<file path="config.mk">
export PLATFORM = sky130hd
export DESIGN_NAME = sfifo_pkt_arbiter
export DESIGN_NICKNAME = d
export VERILOG_FILES = /design/src/rtl/sfifo_pkt_arbiter.sv
export SDC_FILE = /design/constraint.sdc
export NUM_CORES = 1
export LEC_CHECK = 0
export CAP_MARGIN = 20
export CORE_ASPECT_RATIO = 1.2
export CORE_UTILIZATION = 45
export DETAILED_ROUTE_END_ITERATION = 10
export PLACE_DENSITY_LB_ADDON = 0.05
export SYNTH_ARGS = -nofsm -noshare
export SYNTH_HDL_FRONTEND = slang
export SYNTH_SLANG_ARGS = --single-unit
</file>
<file path="constraint.sdc">
create_clock -name clk -period 3.2 [get_ports clk]
set_input_delay 0.64 -clock clk [delete_from_list [all_inputs] [get_ports clk]]
set_output_delay 0.64 -clock clk [all_outputs]
set_load 0.01 [all_outputs]
</file>
<file path="src/rtl/sfifo_pkt_arbiter.sv">
// sfifo_pkt_arbiter
//   Shares the slow FIFO write port between NSRC packet sources. One source is
//   granted at a time. Each packet goes out as a PID word, then a header word
//   {src_id, len, pkt_cnt}, then len payload words pulled from the source.
//   fifo_prog_full is only looked at when a grant is made, so the FIFO
//   threshold must leave room for a whole maximum-length packet.
//   Optional feature macro: SFIFO_ARB_STRICT_PRIO_EN
//     defined   -> fixed priority, lowest index wins
//     undefined -> round-robin, starting after the last granted source
module sfifo_pkt_arbiter #(
  parameter int          NSRC        = 3,
  parameter int          SFIFO_WIDTH = 32,
  parameter int          LEN_W       = 5,
  parameter int          MAX_LEN     = 16,
  parameter logic [31:0] PID         = 32'h4142504d
) (
  input  logic                        clk,
  input  logic                        rst_n,
  input  logic                        enable,
  input  logic                        clr_cnt,
  input  logic [NSRC-1:0]             src_req,
  input  logic [NSRC*LEN_W-1:0]       src_len,
  input  logic [NSRC*SFIFO_WIDTH-1:0] src_data,
  input  logic                        fifo_prog_full,
  output logic [NSRC-1:0]             src_gnt,
  output logic [LEN_W-1:0]            src_word_idx,
  output logic [NSRC-1:0]             src_done,
  output logic                        fifo_wr,
  output logic [SFIFO_WIDTH-1:0]      fifo_din,
  output logic                        busy,
  output logic [15:0]                 pkt_cnt,
  output logic [15:0]                 stall_cnt
);

  localparam int              IDX_W     = (NSRC > 1) ? $clog2(NSRC) : 1;
  localparam logic [LEN_W-1:0] MAX_LEN_L = LEN_W'(MAX_LEN);

  typedef enum logic [2:0] {
    ST_IDLE    = 3'd0,
    ST_HDR0    = 3'd1,
    ST_HDR1    = 3'd2,
    ST_PAYLOAD = 3'd3,
    ST_DONE    = 3'd4
  } state_t;

  // Registered state and outputs
  state_t                 state_r;
  logic [NSRC-1:0]        gnt_r;
  logic [IDX_W-1:0]       gnt_idx_r;
  logic [LEN_W-1:0]       len_r;
  logic [LEN_W-1:0]       idx_r;
  logic [NSRC-1:0]        done_r;
  logic                   wr_r;
  logic [SFIFO_WIDTH-1:0] din_r;
  logic                   busy_r;
  logic [15:0]            pkt_cnt_r;
  logic [15:0]            stall_cnt_r;
`ifndef SFIFO_ARB_STRICT_PRIO_EN
  logic [IDX_W-1:0]       rr_r;
  logic [IDX_W-1:0]       rr_nxt_s;
`endif

  // Next-state values
  state_t                 state_nxt_s;
  logic [NSRC-1:0]        gnt_nxt_s;
  logic [IDX_W-1:0]       gnt_idx_nxt_s;
  logic [LEN_W-1:0]       len_nxt_s;
  logic [LEN_W-1:0]       idx_nxt_s;
  logic [NSRC-1:0]        done_nxt_s;
  logic                   wr_nxt_s;
  logic [SFIFO_WIDTH-1:0] din_nxt_s;
  logic                   busy_nxt_s;
  logic [15:0]            pkt_cnt_nxt_s;
  logic [15:0]            stall_cnt_nxt_s;

  // Arbitration and source-side muxes
  logic                   pick_found_s;
  logic [IDX_W-1:0]       pick_idx_s;
  logic [LEN_W-1:0]       pick_len_s;
  logic [LEN_W-1:0]       pick_len_clamped_s;
  logic [SFIFO_WIDTH-1:0] word_s;
  logic [31:0]            hdr_s;

  // Choose the requester to grant in IDLE.
  always_comb begin
    pick_found_s = 1'b0;
    pick_idx_s   = '0;
`ifdef SFIFO_ARB_STRICT_PRIO_EN
    for (int j = 0; j < NSRC; j++) begin
      if (!pick_found_s && src_req[j]) begin
        pick_found_s = 1'b1;
        pick_idx_s   = IDX_W'(j);
      end else begin
        pick_found_s = pick_found_s;
      end
    end
`else
    // Search rr+1, rr+2, ... wrapping, so the last granted source goes last.
    for (int k = 1; k <= NSRC; k++) begin
      for (int j = 0; j < NSRC; j++) begin
        if (!pick_found_s && src_req[j] && (j == ((int'(rr_r) + k) % NSRC))) begin
          pick_found_s = 1'b1;
          pick_idx_s   = IDX_W'(j);
        end else begin
          pick_found_s = pick_found_s;
        end
      end
    end
`endif
  end

  // Select length of the chosen requester and payload word of the granted one.
  always_comb begin
    pick_len_s = '0;
    word_s     = '0;
    for (int j = 0; j < NSRC; j++) begin
      if (pick_idx_s == IDX_W'(j)) begin
        pick_len_s = src_len[j*LEN_W +: LEN_W];
      end else begin
        pick_len_s = pick_len_s;
      end
      if (gnt_idx_r == IDX_W'(j)) begin
        word_s = src_data[j*SFIFO_WIDTH +: SFIFO_WIDTH];
      end else begin
        word_s = word_s;
      end
    end
  end

  // Clamp oversize requests and build the second header word.
  always_comb begin
    if (pick_len_s > MAX_LEN_L) begin
      pick_len_clamped_s = MAX_LEN_L;
    end else begin
      pick_len_clamped_s = pick_len_s;
    end
    hdr_s = {8'(gnt_idx_r), 8'(len_r), pkt_cnt_r};
  end

  // Packet FSM: next state and next register values.
  always_comb begin
    state_nxt_s     = state_r;
    gnt_nxt_s       = gnt_r;
    gnt_idx_nxt_s   = gnt_idx_r;
    len_nxt_s       = len_r;
    idx_nxt_s       = idx_r;
    done_nxt_s      = '0;
    wr_nxt_s        = wr_r;
    din_nxt_s       = din_r;
    pkt_cnt_nxt_s   = pkt_cnt_r;
    stall_cnt_nxt_s = stall_cnt_r;
`ifndef SFIFO_ARB_STRICT_PRIO_EN
    rr_nxt_s        = rr_r;
`endif

    case (state_r)
      ST_IDLE: begin
        if (enable && pick_found_s && !fifo_prog_full) begin
          for (int j = 0; j < NSRC; j++) begin
            gnt_nxt_s[j] = (pick_idx_s == IDX_W'(j));
          end
          gnt_idx_nxt_s = pick_idx_s;
          len_nxt_s     = pick_len_clamped_s;
`ifndef SFIFO_ARB_STRICT_PRIO_EN
          rr_nxt_s      = pick_idx_s;
`endif
          state_nxt_s   = ST_HDR0;
        end else begin
          state_nxt_s = ST_IDLE;
        end
        // Time spent blocked by the FIFO, regardless of enable.
        if ((|src_req) && fifo_prog_full && (stall_cnt_r != 16'hFFFF)) begin
          stall_cnt_nxt_s = stall_cnt_r + 16'd1;
        end else begin
          stall_cnt_nxt_s = stall_cnt_r;
        end
      end
      ST_HDR0: begin
        wr_nxt_s    = 1'b1;
        din_nxt_s   = SFIFO_WIDTH'(PID);
        state_nxt_s = ST_HDR1;
      end
      ST_HDR1: begin
        din_nxt_s = SFIFO_WIDTH'(hdr_s);
        idx_nxt_s = '0;
        if (len_r == '0) begin
          done_nxt_s  = gnt_r;
          state_nxt_s = ST_DONE;
        end else begin
          state_nxt_s = ST_PAYLOAD;
        end
      end
      ST_PAYLOAD: begin
        din_nxt_s = word_s;
        if (idx_r == (len_r - LEN_W'(1))) begin
          done_nxt_s  = gnt_r;
          state_nxt_s = ST_DONE;
        end else begin
          idx_nxt_s   = idx_r + LEN_W'(1);
          state_nxt_s = ST_PAYLOAD;
        end
      end
      ST_DONE: begin
        wr_nxt_s      = 1'b0;
        gnt_nxt_s     = '0;
        idx_nxt_s     = '0;
        pkt_cnt_nxt_s = pkt_cnt_r + 16'd1;
        state_nxt_s   = ST_IDLE;
      end
      default: begin
        wr_nxt_s    = 1'b0;
        gnt_nxt_s   = '0;
        idx_nxt_s   = '0;
        state_nxt_s = ST_IDLE;
      end
    endcase

    // Clear wins over any increment in the same cycle.
    if (clr_cnt) begin
      pkt_cnt_nxt_s   = 16'd0;
      stall_cnt_nxt_s = 16'd0;
    end else begin
      pkt_cnt_nxt_s   = pkt_cnt_nxt_s;
      stall_cnt_nxt_s = stall_cnt_nxt_s;
    end

    busy_nxt_s = (state_nxt_s != ST_IDLE);
  end

  // State and output registers; async reset clears everything at once.
  always_ff @(posedge clk or negedge rst_n) begin
    if (!rst_n) begin
      state_r     <= ST_IDLE;
      gnt_r       <= '0;
      gnt_idx_r   <= '0;
      len_r       <= '0;
      idx_r       <= '0;
      done_r      <= '0;
      wr_r        <= 1'b0;
      din_r       <= '0;
      busy_r      <= 1'b0;
      pkt_cnt_r   <= 16'd0;
      stall_cnt_r <= 16'd0;
`ifndef SFIFO_ARB_STRICT_PRIO_EN
      rr_r        <= IDX_W'(NSRC - 1);
`endif
    end else begin
      state_r     <= state_nxt_s;
      gnt_r       <= gnt_nxt_s;
      gnt_idx_r   <= gnt_idx_nxt_s;
      len_r       <= len_nxt_s;
      idx_r       <= idx_nxt_s;
      done_r      <= done_nxt_s;
      wr_r        <= wr_nxt_s;
      din_r       <= din_nxt_s;
      busy_r      <= busy_nxt_s;
      pkt_cnt_r   <= pkt_cnt_nxt_s;
      stall_cnt_r <= stall_cnt_nxt_s;
`ifndef SFIFO_ARB_STRICT_PRIO_EN
      rr_r        <= rr_nxt_s;
`endif
    end
  end

  assign src_gnt      = gnt_r;
  assign src_word_idx = idx_r;
  assign src_done     = done_r;
  assign fifo_wr      = wr_r;
  assign fifo_din     = din_r;
  assign busy         = busy_r;
  assign pkt_cnt      = pkt_cnt_r;
  assign stall_cnt    = stall_cnt_r;

endmodule
</file>
==> qor.csv <==
stage,metric,value,unit
timing,rsz0062_at_grt,false,
power,power.density,710,mW/mm^2
clocking,postCtsSetupBuffers,0,
clocking,numCtsBuffers,9,
placed_design,place.port_buffers,195,
min_path,hp-class,in -> async,
clocking,cts.clk_slew.worst_paths,0.06,ns
final_layout,fin_cells,925,
critical_path,crit_path_end_kind,flop,
global_route,antenna_found_initial,0,
routing,drc,0,
final_layout,layout-drive-gt1-share,6.10,%
timing,tightest_slew,0.958,ns
status,status,completed,
global_route,grt_max_degree,59,
floorplanning,initial_core_util,46.8,%
final_layout,antennaDiodeCount,0,
critical_path,critPathKind,reg -> reg,
synth,synth_seq_cells,88,
floorplanning,pin_count,196,
clocking,cts_sinks,88,
synth,synth_warnings,0,
routing,totalWireLength,16100,microns
final_layout,mostFrequentLayoutCells,"clkdlybuf4s50_1 (194), dfrtp_1 (86), a21oi_1 (67)",
synth,syn_area,0.00524,sq mm
critical_path,critPathArrivalTime,2.79,ns
timing,setup_viol,0,
timing,max_freq,0.390,GHz
synth,synth_mux_area_share,6.93,%
synth,synth_cell_types,66,
global_route,grt_overflow_total,0,
timing,finalCritPeriodShare,80.1,%
clocking,clkLatencyLatePin,0.34,ns
synth,synthAdderAreaFrac,1.67,%
routing,first_pass_iters,5,
synth,synth_xor_xnor_area_share,4.02,%
routing,ant_nets,0,
synth,synthCells,583,
synth,synth-simple-area-share,19.9,%
clocking,cts_hold_buf,0,
clocking,cts_max_level,3,
floorplanning,die_area,0.0121,sq mm
placed_design,dpl.hpwl,12000,microns
synth,ys_top_cells_by_area,"dfrtp_1 (42%), mux2i_1 (6.5%), a21oi_1 (6.4%)",
clocking,clk_path_buf_depth,2,
timing,skew,0.00567,ns
clocking,cts-root-buf,clkbuf_16,
power,p_leak,3.22,nW
placed_design,gp_congestion,0.879,
synth,synth_top_area_share,41.6,%
final_layout,final_common_cell,clkdlybuf4s50_1,
routing,dr_total_vias,5239,
global_route,grt_pass1_vias,5238,
flow_run,cap_violations,0,
critical_path,worstPathRequired,3.43,ns
floorplanning,placementRows,42,
timing,fin_tns_setup,0,ns
final_layout,area_growth,45.6,%
synth,synth_edf_count,0,
placed_design,post-place-cells,910,
routing,wire_per_inst,17.4,microns
routing,first_iter_violations,319,
clocking,cts_tree,yes,
floorplanning,die_y,120,microns
floorplanning,core,0.0112,sq mm
critical_path,worst-path-max-fanout,21,
timing,finalHoldViolCount,0,
placed_design,dp_slack,0.368,ns
synth,syn_avg_cell_area,8.98,sq um
synth,synth_top_family_by_area,compound AO/OA/AOI/OAI gates,
global_route,grt_pass1_wl,25700,microns
synth,synthArstFlopShare,100,%
timing,fin_ws,0.637,ns
synth,synth_compound_area_share,21.4,%
floorplanning,die_w,100,microns
clocking,cts_resized,0,
final_layout,final_net_count,893,
power,vdd_drop_max,368,uV
synth,yosysSeqAreaShare,42.1,%
synth,synthFlopType,dfrtp_1,
routing,routed_via_density,5.66,
timing,slew_viol_final,0,
critical_path,start_kind,flop,
synth,synth_nets,709,
timing,fin_crit,2.56,ns
power,total_power,0.00541,W
synth,synth_top_area_cell,dfrtp_1,
global_route,grt_use_total,27.5,%
timing,relSlewSlack,35.8,%
[report_power, final]
part / internal [W] / switching (W)
clock network: 0.000618 / 0.000425
logic: 0.00127 / 0.00140
registers: 0.00141 / 0.000295
total: 0.00330 / 0.00212
[synthesized netlist by cell type, drive strengths merged, types with 7 or more instances]
cell type  count
nor2          66
o21ai         35
buf           12
nand2         57
inv           13
nor2b          7
dfrtp         87
a21oi         68
xnor2          8
and3          13
nor3           7
clkbuf        25
mux2i         34
a22o           9
o221ai        10
xor2          16
nand3         19
ha             7
a22oi          7
[metal layers]
metal	vias up	GRT usage (%)	wire (microns)
met2	219	46.7	8230
met1	2509	33.3	6390
met4	0	12.8	478
met3	35	5.36	1030
met5	-	0	0
li1	2476	-	-
[cell type report]
class | instances | area [sq um]
Clock inverter | 4 | 45.0
Inverter | 13 | 48.8
Fill cell | 931 | 3570
Tap cell | 154 | 193
Sequential cell | 88 | 2200
Clock buffer | 11 | 243
Multi-Input combinational cell | 445 | 2820
Timing Repair Buffer | 210 | 2060
[logic make-up after synthesis]
group,after synthesis
xor+xnor,24
mux,36
simple gates,208
flops,88
compound gates,170
fa+ha+maj,7
buf+inv,50
[through the flow]
step	area (sq um)	utilization (%)	hold WS (ns)
after floorplan	5240	-	0.344
final	7620	68.1	0.364
after CTS	7620	68.1	0.393
after detailed placement	7330	65.5	0.471
after global routing	7620	68.1	0.434
after global placement	7330	65.5	0.465
[final timing paths]
check | startpoint | endpoint | slack, ns | cells past startpoint
min reg2reg | fifo_din[28] | fifo_din[28] | 0.48 | 2
max | state_r[1] | fifo_din[17] | 0.64 | 6
max reg2reg | state_r[1] | fifo_din[17] | 0.64 | 6
min in group clk | fifo_din[28] | fifo_din[28] | 0.48 | 2
min | rst_n | stall_cnt[3] | 0.36 | 1
max in group asynchronous | rst_n | state_r[0] | 2.10 | 2
[worst max-delay path, stage by stage, from the launching register on]
cell	delay (ns)
dfrtp_1	0.88
buf_4	0.29
nor2b_1	0.18
nand2_1	0.50
a21oi_1	0.27
o21ai_0	0.12
a22o_1	0.21
[registers in the layout, indices dropped and copies added (netlist names)]
name / flops
gnt_idx_r: 2
fifo_wr: 1
stall_cnt: 16
src_done: 3
src_gnt: 3
busy: 1
src_word_idx: 5
pkt_cnt: 16
len_r: 5
state_r: 3
rr_r: 1
fifo_din: 32
(Power assumes the default switching activity.)
==> RTL change, RTL diff (same settings) <==
Make the reset (`rst_n`) synchronous in one clocked block. Comments in the files are not updated.
--- a/src/rtl/sfifo_pkt_arbiter.sv
+++ b/src/rtl/sfifo_pkt_arbiter.sv
@@ -230,3 +230,3 @@
   // State and output registers; async reset clears everything at once.
-  always_ff @(posedge clk or negedge rst_n) begin
+  always_ff @(posedge clk) begin
     if (!rst_n) begin
Check against the original RTL: differs if rst_n is asserted again (counterexample within 4 cycles, from zero or initial values and one cycle with rst_n low); with rst_n held inactive, the same outputs for 4 cycles.
==> RTL change against the original RTL <==
  * Clock skew is 0.00057 ns lower
  * Sequential cell count stayed put
  * Design area is 6.8% lower
  * Area after synthesis is 9.7% lower
  * Die area is 9.6% lower
  * Sequential share of layout area is 4.1 points lower
  * Worst setup slack better by 0.072 ns
  * Routed wire length is 9.3% lower
  * Non-clock buffer count is 1 lower
Power is not compared: it rests on default switching activity, and its combinational part moved more than twofold at a synthesized area within 25%.
==> RTL change: results (changes against the original RTL) <==
The maximum clock skew at final layout is 0.005099 ns (-0.0005665 ns). The number of global-route vias before repair came out at 4732 (-9.7%). The clock latency of the later-clocked register in the worst-skew pair was 0.34 ns (about the same). The number of vias per cell after detailed routing is 5.514 (-2.6%). The number of DRC markers in iteration 0 is 237 (-26%). The master of the slowest instance on the critical path is dfxtp_1. The register cell area after layout is 1763 um^2 (-20%).

The proportion of register bits with asynchronous set or reset after synthesis is 0 (-1.000). The maximum number of buffers from clock root to sink is 2 (unchanged). The average wire per standard cell is 16.80 um (-3.7%).

The placement-stage cell area came out at 6808 um^2 (-7.2%). The maximum single-stage delay on the critical path is 0.45 ns (-0.43 ns). The most frequently used flop master after synthesis is dfxtp_1. The endpoint identified for the worst register-to-register timing path is len_r[1]. The layout net count came out at 867 (-2.9%). In the post-synthesis netlist, the biggest area contributors are dfxtp_1, mux2i_1, nand2_1. The post-detailed-routing wire length is 14.63 mm (-9.3%).

The overall fraction of global-route tracks in use came out at 0.2720 (-0.002880). The number of fill cells is 844 (-9.3%). The run finished with clean final reports. The distinct cell type count of the synthesized netlist came out at 57 (-14%). The net count of the mapped netlist came out at 681 (-3.9%). In the synthesized netlist, the cells that appear most often are dfxtp_1, nand2_1, nor2_1. In this run the worst setup path terminates at len_r[1].

The number of placed instances with taps included came out at 856 (-5.9%). The post-placement worst setup slack was 0.5864 ns (+0.2188 ns). The worst slew slack as a fraction of its limit was 0.6123 (+0.2539). The final worst slack was 0.7089 ns (+0.07237 ns). The peak fanout along the critical path came out at 7 (-67%). The final estimated routing congestion in global placement came out at 0.8305 (-5.5%). The fraction of layout instances using a drive strength above 1 is 0.07114 (+0.01018).

The hold path depth is 2. The largest net degree at the start of global routing was 29 (-51%). The worst reg2reg path depth is 8 (+2). The tightest min-delay check is of the reg2reg type. The most critical setup path has its startpoint at gnt_idx_r[0].

Grouping stages by cell kind, the critical path spends the most delay in compound AO/OA/AOI/OAI gates. The post-DP HPWL is 11.00 mm (-8.2%). The first-pass GRT wire length came out at 22.81 mm (-11%). The data arrival at the endpoint of the critical path came to 2.72 ns (-0.07 ns).

The synthesized instance count is 555 (-4.8%).
[RTL change: changes by cell type after synthesis, sizes merged, moves of 8 or more]
| cell | change |
|---|---|
| o221ai | -10 |
| a21oi | -44 |
| o21ai | +9 |
| dfrtp | -87 |
| nor2 | -8 |
| nand3 | -9 |
| a22o | -9 |
| a221oi | +14 |
| dfxtp | +88 |
| nand2b | +8 |
| nor3b | +14 |
[RTL change: cell families after synthesis]
logic type	after synthesis	share of synthesized area
xor+xnor	35	0.06487
fa+ha+maj	7	0.01853
compound gates	131	0.1943
mux	35	0.07466
flops	88	0.3728
buf+inv	43	0.03654
simple gates	216	0.2383
[RTL change: layout make-up]
type	instances	share of cell area
Multi-Input combinational cell	424	0.3936
Timing Repair Buffer	209	0.2895
Sequential cell	88	0.2482
Clock buffer	10	0.03364
Tap cell	126	0.02219
Clock inverter	5	0.008101
Inverter	9	0.004755
[RTL change: metal layers]
layer  wire length, um  global-route usage
met5                 0                   0
met4               382              0.1164
met3               909             0.04847
met2              7527              0.4881
met1              5811              0.3111
